### src/rtl/reg_share_pkg.sv
`default_nettype none
// ============================================================================
// Package     : reg_share_pkg
// Description : Shared state encoding and default parameters for the
//               shared-register arbiter and its round-robin picker.
// Revision    : 1.0 - initial release
// ============================================================================
package reg_share_pkg;

   // Default parameter values for reg_share_arbiter
   localparam int C_DEF_N_REQ    = 4;
   localparam int C_DEF_WIDTH    = 8;
   localparam int C_DEF_MAX_HOLD = 8;

   // Hold counter width covers MAX_HOLD up to 255
   localparam int C_HOLD_W = 8;

   typedef enum logic [0:0] {
      ST_IDLE = 1'b0,
      ST_BUSY = 1'b1
   } state_t;

endpackage : reg_share_pkg
`default_nettype wire

### src/rtl/rr_pick.sv
`default_nettype none
// ============================================================================
// Module      : rr_pick
// Description : Combinational round-robin selector. Searches req_i starting
//               at (last_owner_i+1) mod N_REQ and returns the first set bit.
// Ports       : req_i          - request vector
//               last_owner_i   - index of the previous grant holder
//               winner_o       - one-hot winner (all zero if no request)
//               winner_idx_o   - binary index of the winner
//               valid_o        - high when any request is present
// Revision    : 1.0 - initial release
// ============================================================================
module rr_pick
   import reg_share_pkg::*;
#(
   parameter int N_REQ = C_DEF_N_REQ,
   parameter int IW    = $clog2(N_REQ)
) (
   input  logic [N_REQ-1:0] req_i,
   input  logic [IW-1:0]    last_owner_i,
   output logic [N_REQ-1:0] winner_o,
   output logic [IW-1:0]    winner_idx_o,
   output logic             valid_o
);

   always_comb begin : p_pick
      int          w_cand;
      logic [IW-1:0] w_cidx;
      logic        w_found;
      w_cand       = 0;
      w_cidx       = '0;
      w_found      = 1'b0;
      winner_o     = '0;
      winner_idx_o = '0;
      // k runs 1..N_REQ so the previous owner is examined last
      for (int k = 1; k <= N_REQ; k++) begin
         w_cand = (int'(last_owner_i) + k) % N_REQ;
         w_cidx = IW'(w_cand);
         if (!w_found && req_i[w_cidx]) begin
            w_found          = 1'b1;
            winner_o[w_cidx] = 1'b1;
            winner_idx_o     = w_cidx;
         end
      end
      valid_o = w_found;
   end

endmodule : rr_pick
`default_nettype wire

### src/rtl/reg_share_arbiter.sv
`default_nettype none
// ============================================================================
// Module      : reg_share_arbiter
// Description : Round-robin arbiter guarding a single shared data register.
//               One owner at a time may write q; ownership is bounded to
//               MAX_HOLD cycles, with a timeout pulse on a forced release.
// Ports       : clk     - clock
//               reset   - synchronous active-low reset
//               req     - per-requester level request
//               we      - per-requester write strobe (owner only)
//               wdata   - packed write data, requester i at [i*WIDTH +: WIDTH]
//               gnt     - registered one-hot grant
//               owner   - current grant holder index (valid while busy)
//               busy    - a grant is held
//               q       - shared register contents
//               timeout - one-cycle pulse on forced release
// Revision    : 1.0 - initial release
// ============================================================================
module reg_share_arbiter
   import reg_share_pkg::*;
#(
   parameter int N_REQ    = C_DEF_N_REQ,
   parameter int WIDTH    = C_DEF_WIDTH,
   parameter int MAX_HOLD = C_DEF_MAX_HOLD
) (
   input  logic                     clk,
   input  logic                     reset,
   input  logic [N_REQ-1:0]         req,
   input  logic [N_REQ-1:0]         we,
   input  logic [N_REQ*WIDTH-1:0]   wdata,
   output logic [N_REQ-1:0]         gnt,
   output logic [$clog2(N_REQ)-1:0] owner,
   output logic                     busy,
   output logic [WIDTH-1:0]         q,
   output logic                     timeout
);

   localparam int IW = $clog2(N_REQ);
   localparam logic [C_HOLD_W-1:0] C_MAX = C_HOLD_W'(MAX_HOLD);

   state_t                state_q, state_d;
   logic [N_REQ-1:0]      gnt_q, gnt_d;
   logic [IW-1:0]         owner_q, owner_d;
   logic [IW-1:0]         last_q, last_d;
   logic [C_HOLD_W-1:0]   hold_q, hold_d;
   logic [WIDTH-1:0]      data_q, data_d;
   logic                  timeout_q, timeout_d;
   // Low for the first edge after reset so no grant lands on that edge
   logic                  arm_q;

   logic [N_REQ-1:0]      w_pick;
   logic [IW-1:0]         w_pick_idx;
   logic                  w_pick_valid;
   logic [WIDTH-1:0]      w_wd [N_REQ];

   for (genvar i = 0; i < N_REQ; i++) begin : g_unpack
      assign w_wd[i] = wdata[i*WIDTH +: WIDTH];
   end

   rr_pick #(
      .N_REQ (N_REQ),
      .IW    (IW)
   ) u_rr_pick (
      .req_i        (req),
      .last_owner_i (last_q),
      .winner_o     (w_pick),
      .winner_idx_o (w_pick_idx),
      .valid_o      (w_pick_valid)
   );

   always_comb begin
      state_d   = state_q;
      gnt_d     = gnt_q;
      owner_d   = owner_q;
      last_d    = last_q;
      hold_d    = hold_q;
      data_d    = data_q;
      timeout_d = 1'b0;
      case (state_q)
         ST_IDLE: begin
            if (arm_q && w_pick_valid) begin
               state_d = ST_BUSY;
               gnt_d   = w_pick;
               owner_d = w_pick_idx;
               last_d  = w_pick_idx;
               hold_d  = C_HOLD_W'(1);
            end
         end
         ST_BUSY: begin
            // A write in the final MAX_HOLD cycle still lands
            if (req[owner_q] && we[owner_q]) begin
               data_d = w_wd[owner_q];
            end
            if (!req[owner_q] || (hold_q == C_MAX)) begin
               state_d   = ST_IDLE;
               gnt_d     = '0;
               hold_d    = '0;
               // Only a release with req still high is "forced"
               timeout_d = req[owner_q];
            end else begin
               hold_d = hold_q + C_HOLD_W'(1);
            end
         end
         default: begin
            state_d = ST_IDLE;
            gnt_d   = '0;
            hold_d  = '0;
         end
      endcase
   end

   always_ff @(posedge clk) begin
      if (!reset) begin
         state_q   <= ST_IDLE;
         gnt_q     <= '0;
         owner_q   <= '0;
         last_q    <= IW'(N_REQ - 1);
         hold_q    <= '0;
         data_q    <= '0;
         timeout_q <= 1'b0;
         arm_q     <= 1'b0;
      end else begin
         state_q   <= state_d;
         gnt_q     <= gnt_d;
         owner_q   <= owner_d;
         last_q    <= last_d;
         hold_q    <= hold_d;
         data_q    <= data_d;
         timeout_q <= timeout_d;
         arm_q     <= 1'b1;
      end
   end

   assign gnt     = gnt_q;
   assign owner   = owner_q;
   assign busy    = (state_q == ST_BUSY);
   assign q       = data_q;
   assign timeout = timeout_q;

endmodule : reg_share_arbiter
`default_nettype wire

### config.mk
export PLATFORM = sky130hd
export DESIGN_NAME = reg_share_arbiter
export DESIGN_NICKNAME = d
export VERILOG_FILES = /design/src/rtl/reg_share_pkg.sv /design/src/rtl/rr_pick.sv /design/src/rtl/reg_share_arbiter.sv
export SDC_FILE = /design/constraint.sdc
export NUM_CORES = 1
export LEC_CHECK = 0
export ABC_AREA = 1
export CORE_ASPECT_RATIO = 1.75
export CORE_MARGIN = 8
export CORE_UTILIZATION = 40
export DETAILED_ROUTE_END_ITERATION = 12
export PLACE_DENSITY = 0.7
export SLEW_MARGIN = 20
export SYNTH_ARGS = -nofsm -noshare
export SYNTH_HDL_FRONTEND = slang
export SYNTH_SLANG_ARGS = --single-unit
### constraint.sdc
create_clock -name clk -period 3.7 [get_ports clk]
set_clock_uncertainty 0.15 [all_clocks]
set_input_delay 0.37 -clock clk [delete_from_list [all_inputs] [get_ports clk]]
set_output_delay 0.37 -clock clk [all_outputs]
set_load 0.02 [all_outputs]
* Word-level counts from Yosys, hierarchy flattened
Cells that the tools add are included.
** Storage, ports and cells
- Register bits after elaboration :: 27
- Bits in latches :: 0
- Bits in writable memories :: 0
- ROM bits :: 0
- Output and inout port bits :: 16
- Logic and storage cells :: 94
- Memories kept :: 0
** Cells by class
- Add/sub/neg operators :: 5
- $mul :: 0
- Divide/modulo/power cells :: 0
- $lt $le $gt $ge :: 10
- Equality and inequality tests :: 3
- Shifts and indexed selects :: 0
- Mux-type cells :: 45
- Bitwise operators :: 5
- Reduce and logical (&&, ||, !) cells :: 18
** Operators by type and width (count)
- two-way mux 8 bit :: 4
- two-way mux 4 bit :: 6
- two-way mux 1 bit :: 17
- binary-select mux 8 bit (select 2 bit) :: 1
- one-hot mux 8 bit (2 select lines) :: 1
- < comparator 2 x 3 -> 1 bit (second input constant) :: 5
- binary-select mux 1 bit (select 2 bit) :: 6
- bitwise OR 4 bit :: 3
- logical AND 1 bit :: 9
- adder 8 x 1 -> 8 bit (second input constant) :: 1
- demux 1 bit (select 2 bit) :: 4
- == test 8 x 4 -> 1 bit (second input constant) :: 1
- >= comparator 2 x 1 -> 1 bit (second input constant) :: 4
- two-way mux 2 bit :: 4
- one-hot mux 4 bit (2 select lines) :: 1
- AND reduction 2 bit :: 3
- adder 2 x 1 -> 2 bit (second input constant) :: 2
- adder 2 bit (second input constant) :: 2
- zero test 1 bit :: 4
- >= comparator 3 bit (second input constant) :: 1
- inverter 2 -> 3 bit :: 1
- AND reduction 3 bit :: 1
- != test 2 x 1 -> 1 bit (second input constant) :: 1
- != test 2 bit (second input constant) :: 1
- other kinds (3) :: 3

* Logic depth before layout (Yosys ltp)
- Depth after elaboration :: 16
- Mapped depth :: 11
- Mapped depth without buffers :: 10

* Modules after synthesis
A second synthesis with hierarchy kept.
** Unflattened totals
- Cells, all modules :: 309
- Area, all modules :: 1988.2 µm²
** Modules (own cells, without submodules)
- reg_share_arbiter :: times used 1, cells an instance 228, area an instance 1452.6 µm², seq. area each 540.5 µm²
- rr_pick :: times used 1, cells an instance 81, area an instance 535.5 µm², seq. area each 0.0 µm²

* Least setup slack after synthesis
Ideal clock, no wire load.
- Path type :: register to register
- Start point :: register last_q[0]
- End point :: register gnt_q[0] (netlist: gnt[0])
- Data arrival time :: 1.610 ns
- Setup slack :: 1.828 ns
- Cell stages (with the launch flop) :: 12
- Buffers on the path :: 1
- Path through :: dfxtp_1 buf_6 inv_8 ha_1 inv_1 nand3_1 nand2_2 nor2_2 a21boi_0 nand3_1 nand2_1 nand2_1
** Between the ends
- Word-level cells in the longest chain between the ends :: 16
- Elaborated cells between the ends (all ways) :: 54
- Those cells by class :: 4 x add/sub; 8 x order compare; 1 x eq/ne; 26 x mux; 3 x bitwise; 12 x reduce/logical
** RTL lines
- start, declared :: line reg_share_arbiter.sv:44 : logic [IW-1:0] last_q, last_d;
- start signal, assigned :: line reg_share_arbiter.sv:117 : last_q <= IW'(N_REQ - 1);
- start signal, assigned :: line reg_share_arbiter.sv:126 : last_q <= last_d;
- branches (longest 16 deep; another with < comparator 2 x 3 -> 1 bit)
- end signal, assigned :: line reg_share_arbiter.sv:124 : gnt_q <= gnt_d;
- end, declared :: line reg_share_arbiter.sv:42 : logic [N_REQ-1:0] gnt_q, gnt_d;
Several ways; the timed one is not identified. The select of a mux whose other input is x is not followed.
A chain may end at the register's enable or synchronous reset.

* Final worst setup path
- Start point :: register last_q[0]
- End point :: register owner_q[0] (netlist: owner[0])
** Between the ends
- Word-level cells in the longest chain between the ends :: 15
- Elaborated cells between the ends (all ways) :: 28
- Those cells by class :: 4 x add/sub; 16 x mux; 8 x reduce/logical
** RTL lines
- adder 2 x 1 -> 2 bit :: line rr_pick.sv:37 : w_cand = (int'(last_owner_i) + k) % N_REQ;
- binary-select mux 1 bit (select 2 bit) :: line rr_pick.sv:39 : if (!w_found && req_i[w_cidx]) begin
- two-way mux 1 bit (implied by the code) :: line rr_pick.sv:39
- two-way mux 1 bit :: line rr_pick.sv:39
- zero test 1 bit :: line rr_pick.sv:39
- logical AND 1 bit :: line rr_pick.sv:39
- two-way mux 1 bit :: line rr_pick.sv:39
- zero test 1 bit :: line rr_pick.sv:39
- logical AND 1 bit :: line rr_pick.sv:39
- two-way mux 1 bit :: line rr_pick.sv:39
- zero test 1 bit :: line rr_pick.sv:39
- logical AND 1 bit :: line rr_pick.sv:39
- two-way mux 1 bit :: line rr_pick.sv:39
- logical AND 1 bit :: line reg_share_arbiter.sv:81 : if (arm_q && w_pick_valid) begin
- AND reduction 2 bit (no source line)
- end signal, assigned :: line reg_share_arbiter.sv:125 : owner_q <= owner_d;
- end, declared :: line reg_share_arbiter.sv:43 : logic [IW-1:0] owner_q, owner_d;
Parallel ways exist; a longest one is shown, timed or not. The select of a mux whose other input is x is not followed.

==> reports/results.tsv <==
stage	metric	value	unit
synth	ys_top_cells_by_area	dfxtp_1, nand2_1, nand3_1	
synth	ys_seq_area_share	28.8	%
clock_tree	clock_sink_count	27	
power	power_density	386	nW/um^2
grt	grt_antenna_before_repair	0	
detailed_routing	drtIter0Drc	77	
grt	grt_pass1_wl	9430	microns
cells_and_area	layout.nets	392	
setup_path	worstSetupEndpointType	flop	
synth	synth_top_area_share	28.8	%
timing	maxSlewHeadroom	59.2	%
floorplan	die_h	107	microns
setup_path	crit_path_start_kind	flop	
clock_tree	cts_root_buffer	clkbuf_8	
setup_path	r2r_setup_slack	1.43	ns
clock_tree	cts_hold_buf	0	
timing	finalSetupViolCount	0	
setup_path	r2r_cells	10	
cells_and_area	seq_area	541	sq um
cells_and_area	fillerInstances	464	
detailed_routing	ant_nets	0	
job	drv_cap	0	
outcome	outcome	completed	
place	place_congestion	0.839	
floorplan	rows	33	
detailed_routing	finalWirelength	5670	microns
detailed_routing	wl_per_cell	14.5	microns
timing	post-route-period-util	61.2	%
synth	syn_avg_cell_area	6.57	sq um
synth	netlist_area	1880	sq um
clock_tree	cts_tree	yes	
clock_tree	clkLatencyLatePin	0.28	ns
synth	syn_inst	286	
place	dp_cells	387	
floorplan	die_w	67.8	microns
clock_tree	htreeDepth	1	
timing	tns	0	ns
synth	ys_warn_count	0	
cells_and_area	antenna_cells	0	
floorplan	core-area	4620	sq um
grt	overflow	0	
power	ir_worst_vdd	238	uV
place	port_buffers	57	
cells_and_area	final_core_util	54.4	%
timing	fmax	0.441	GHz
clock_tree	cts_max_path_buffers	2	
cells_and_area	syn_to_final_growth	34.0	%
detailed_routing	vias	2109	
synth	synth_top_cell_by_area	dfxtp_1	
clock_tree	postCtsSetupRepairBufs	0	
setup_path	cp.arrival	2.31	ns
grt	globalRouteTotalUtil	16.1	%
timing	worst_pin_slew	0.611	ns
timing	drv_slew	0	
detailed_routing	drtPass1Iterations	4	
setup_path	reg2reg_from	last_q[0]$_SDFFE_PN1P_	
timing	period_minus_slack	2.27	ns
cells_and_area	drive_above_1_share	7.37	%
cells_and_area	multi_input_area	1200	sq um
detailed_routing	drc	0	
cells_and_area	final_cell_area	2520	sq um
cells_and_area	instances_no_fill	391	
synth	synth_nets	338	
setup_path	crit_fanout	14	
floorplan	initial_core_util	40.6	%
synth	yosys.cell_types.count	31	
synth	synth-seq-cells	27	
clock_tree	numCtsBuffers	3	
hold_path	min_path_type	reg -> reg	
clock_tree	cts_resized	0	
clock_tree	cts.clk_slew.worst_paths	0.08	ns
grt	grt_pass1_vias	2079	
place	placed_area	2470	sq um
detailed_routing	vias_per_cell	5.39	
power	p_leak	1.03	nW
floorplan	ios	58	
setup_path	critPathRequiredTime	3.75	ns
setup_path	r2r-end	owner[0]$_SDFFE_PN0P_	
timing	hold_viol	0	
hold_path	holdPathEnd	q[4]$_SDFFE_PN0P_	
timing	rsz0062_at_grt	no	
place	dp_hpwl	4450	microns
setup_path	crit_type	reg -> reg	
power	finalPower	0.973	mW
hold_path	hold_depth	2	
grt	grt_max_degree	23	
floorplan	die_area	7230	sq um
hold_path	min-delay-start	q[4]$_SDFFE_PN0P_	
synth_stat cells (all sizes together):
cell type / number
nand2: 73
a21boi: 4
buf: 8
a31oi: 2
o21ai: 27
clkbuf: 1
nand4: 7
a21o: 1
clkinv: 2
inv: 20
ha: 10
a21oi: 17
nor2: 33
o22ai: 9
o211ai: 1
nor3: 3
or2: 1
dfxtp: 27
nand3: 40
critical path: stages (launching register included):
cell	delay (ns)
dfxtp_1	0.72
inv_8	0.10
ha_1	0.35
inv_1	0.08
nand3_1	0.13
nand2_2	0.13
nor2_2	0.19
nor2_1	0.06
nand2_1	0.06
nand3_1	0.09
a21oi_1	0.13
per-stage QoR:
step	hold WS [ns]	setup WS (ns)
after global placement	0.305	1.37
after CTS	0.317	1.45
final	0.321	1.43
after global routing	0.343	1.20
after floorplan	0.248	1.83
after detailed placement	0.303	1.32
routing by layer:
layer | wire, microns | track usage (%)
met1 | 2150 | 17.1
met2 | 3160 | 30.4
met3 | 213 | 1.46
met4 | 154 | 6.63
met5 | 0 | 0
layout make-up:
type	count	share of cell area [%]
clock buffers	4	1.79
inverters	22	3.63
multi-input cells	228	47.6
flip-flops and latches	27	21.5
well taps	52	2.58
repair buffers	58	23.0
where the power goes:
part	internal [mW]	switching (mW)	leakage, nW
combinational	0.177	0.277	0.787
clock	0.0773	0.0910	0.0228
sequential	0.316	0.0349	0.220
total	0.570	0.403	1.03
registers in the layout, indices dropped and copies added (netlist names):
| signal | cells |
|---|---|
| hold_q | 8 |
| q | 8 |
| gnt | 4 |
| last_q | 2 |
| owner | 2 |
| arm_q | 1 |
| busy | 1 |
| timeout | 1 |
how the worst max path moves through the flow:
stage                                      start                    end  slack, ns  depth (start not counted)
after floorplan           last_q[0]$_SDFFE_PN1P_    gnt[0]$_SDFFE_PN0P_       1.83                         11
after global placement                     reset    gnt[3]$_SDFFE_PN0P_       1.37                          5
after detailed placement                   reset    gnt[1]$_SDFFE_PN0P_       1.32                          5
after CTS                 last_q[0]$_SDFFE_PN1P_  owner[0]$_SDFFE_PN0P_       1.45                         10
after global routing      last_q[0]$_SDFFE_PN1P_    gnt[2]$_SDFFE_PN0P_       1.20                         10
final                     last_q[0]$_SDFFE_PN1P_  owner[0]$_SDFFE_PN0P_       1.43                         10
cells by family (layout without fill, tap and decap cells):
kind of cell	after synthesis	after routing	share of synthesized area, %
and+or+nand+nor	157	157	38.7
AOI/OAI and AO/OA	61	61	18.3
buffers and inverters	31	84	7.52
DFF	27	27	28.8
adders and majority gates	10	10	6.66
cell usage in the layout (no fill, tap or decap), types with 2 or more instances in the layout:
master           count
inv_1               18
dfxtp_1             27
clkdlybuf4s50_1     57
o21ai_1              2
nand2_4              3
nor3_1               3
o21ai_0             25
nand3_1             37
nand3_2              3
nor2_2               3
nand2_2              5
nand4_1              7
o22ai_1              8
a21boi_0             4
nor2_1              29
ha_1                10
nand2_1             65
a21oi_1             16
a31oi_1              2
clkbuf_8             3
Power figures use the tool's default switching activity.
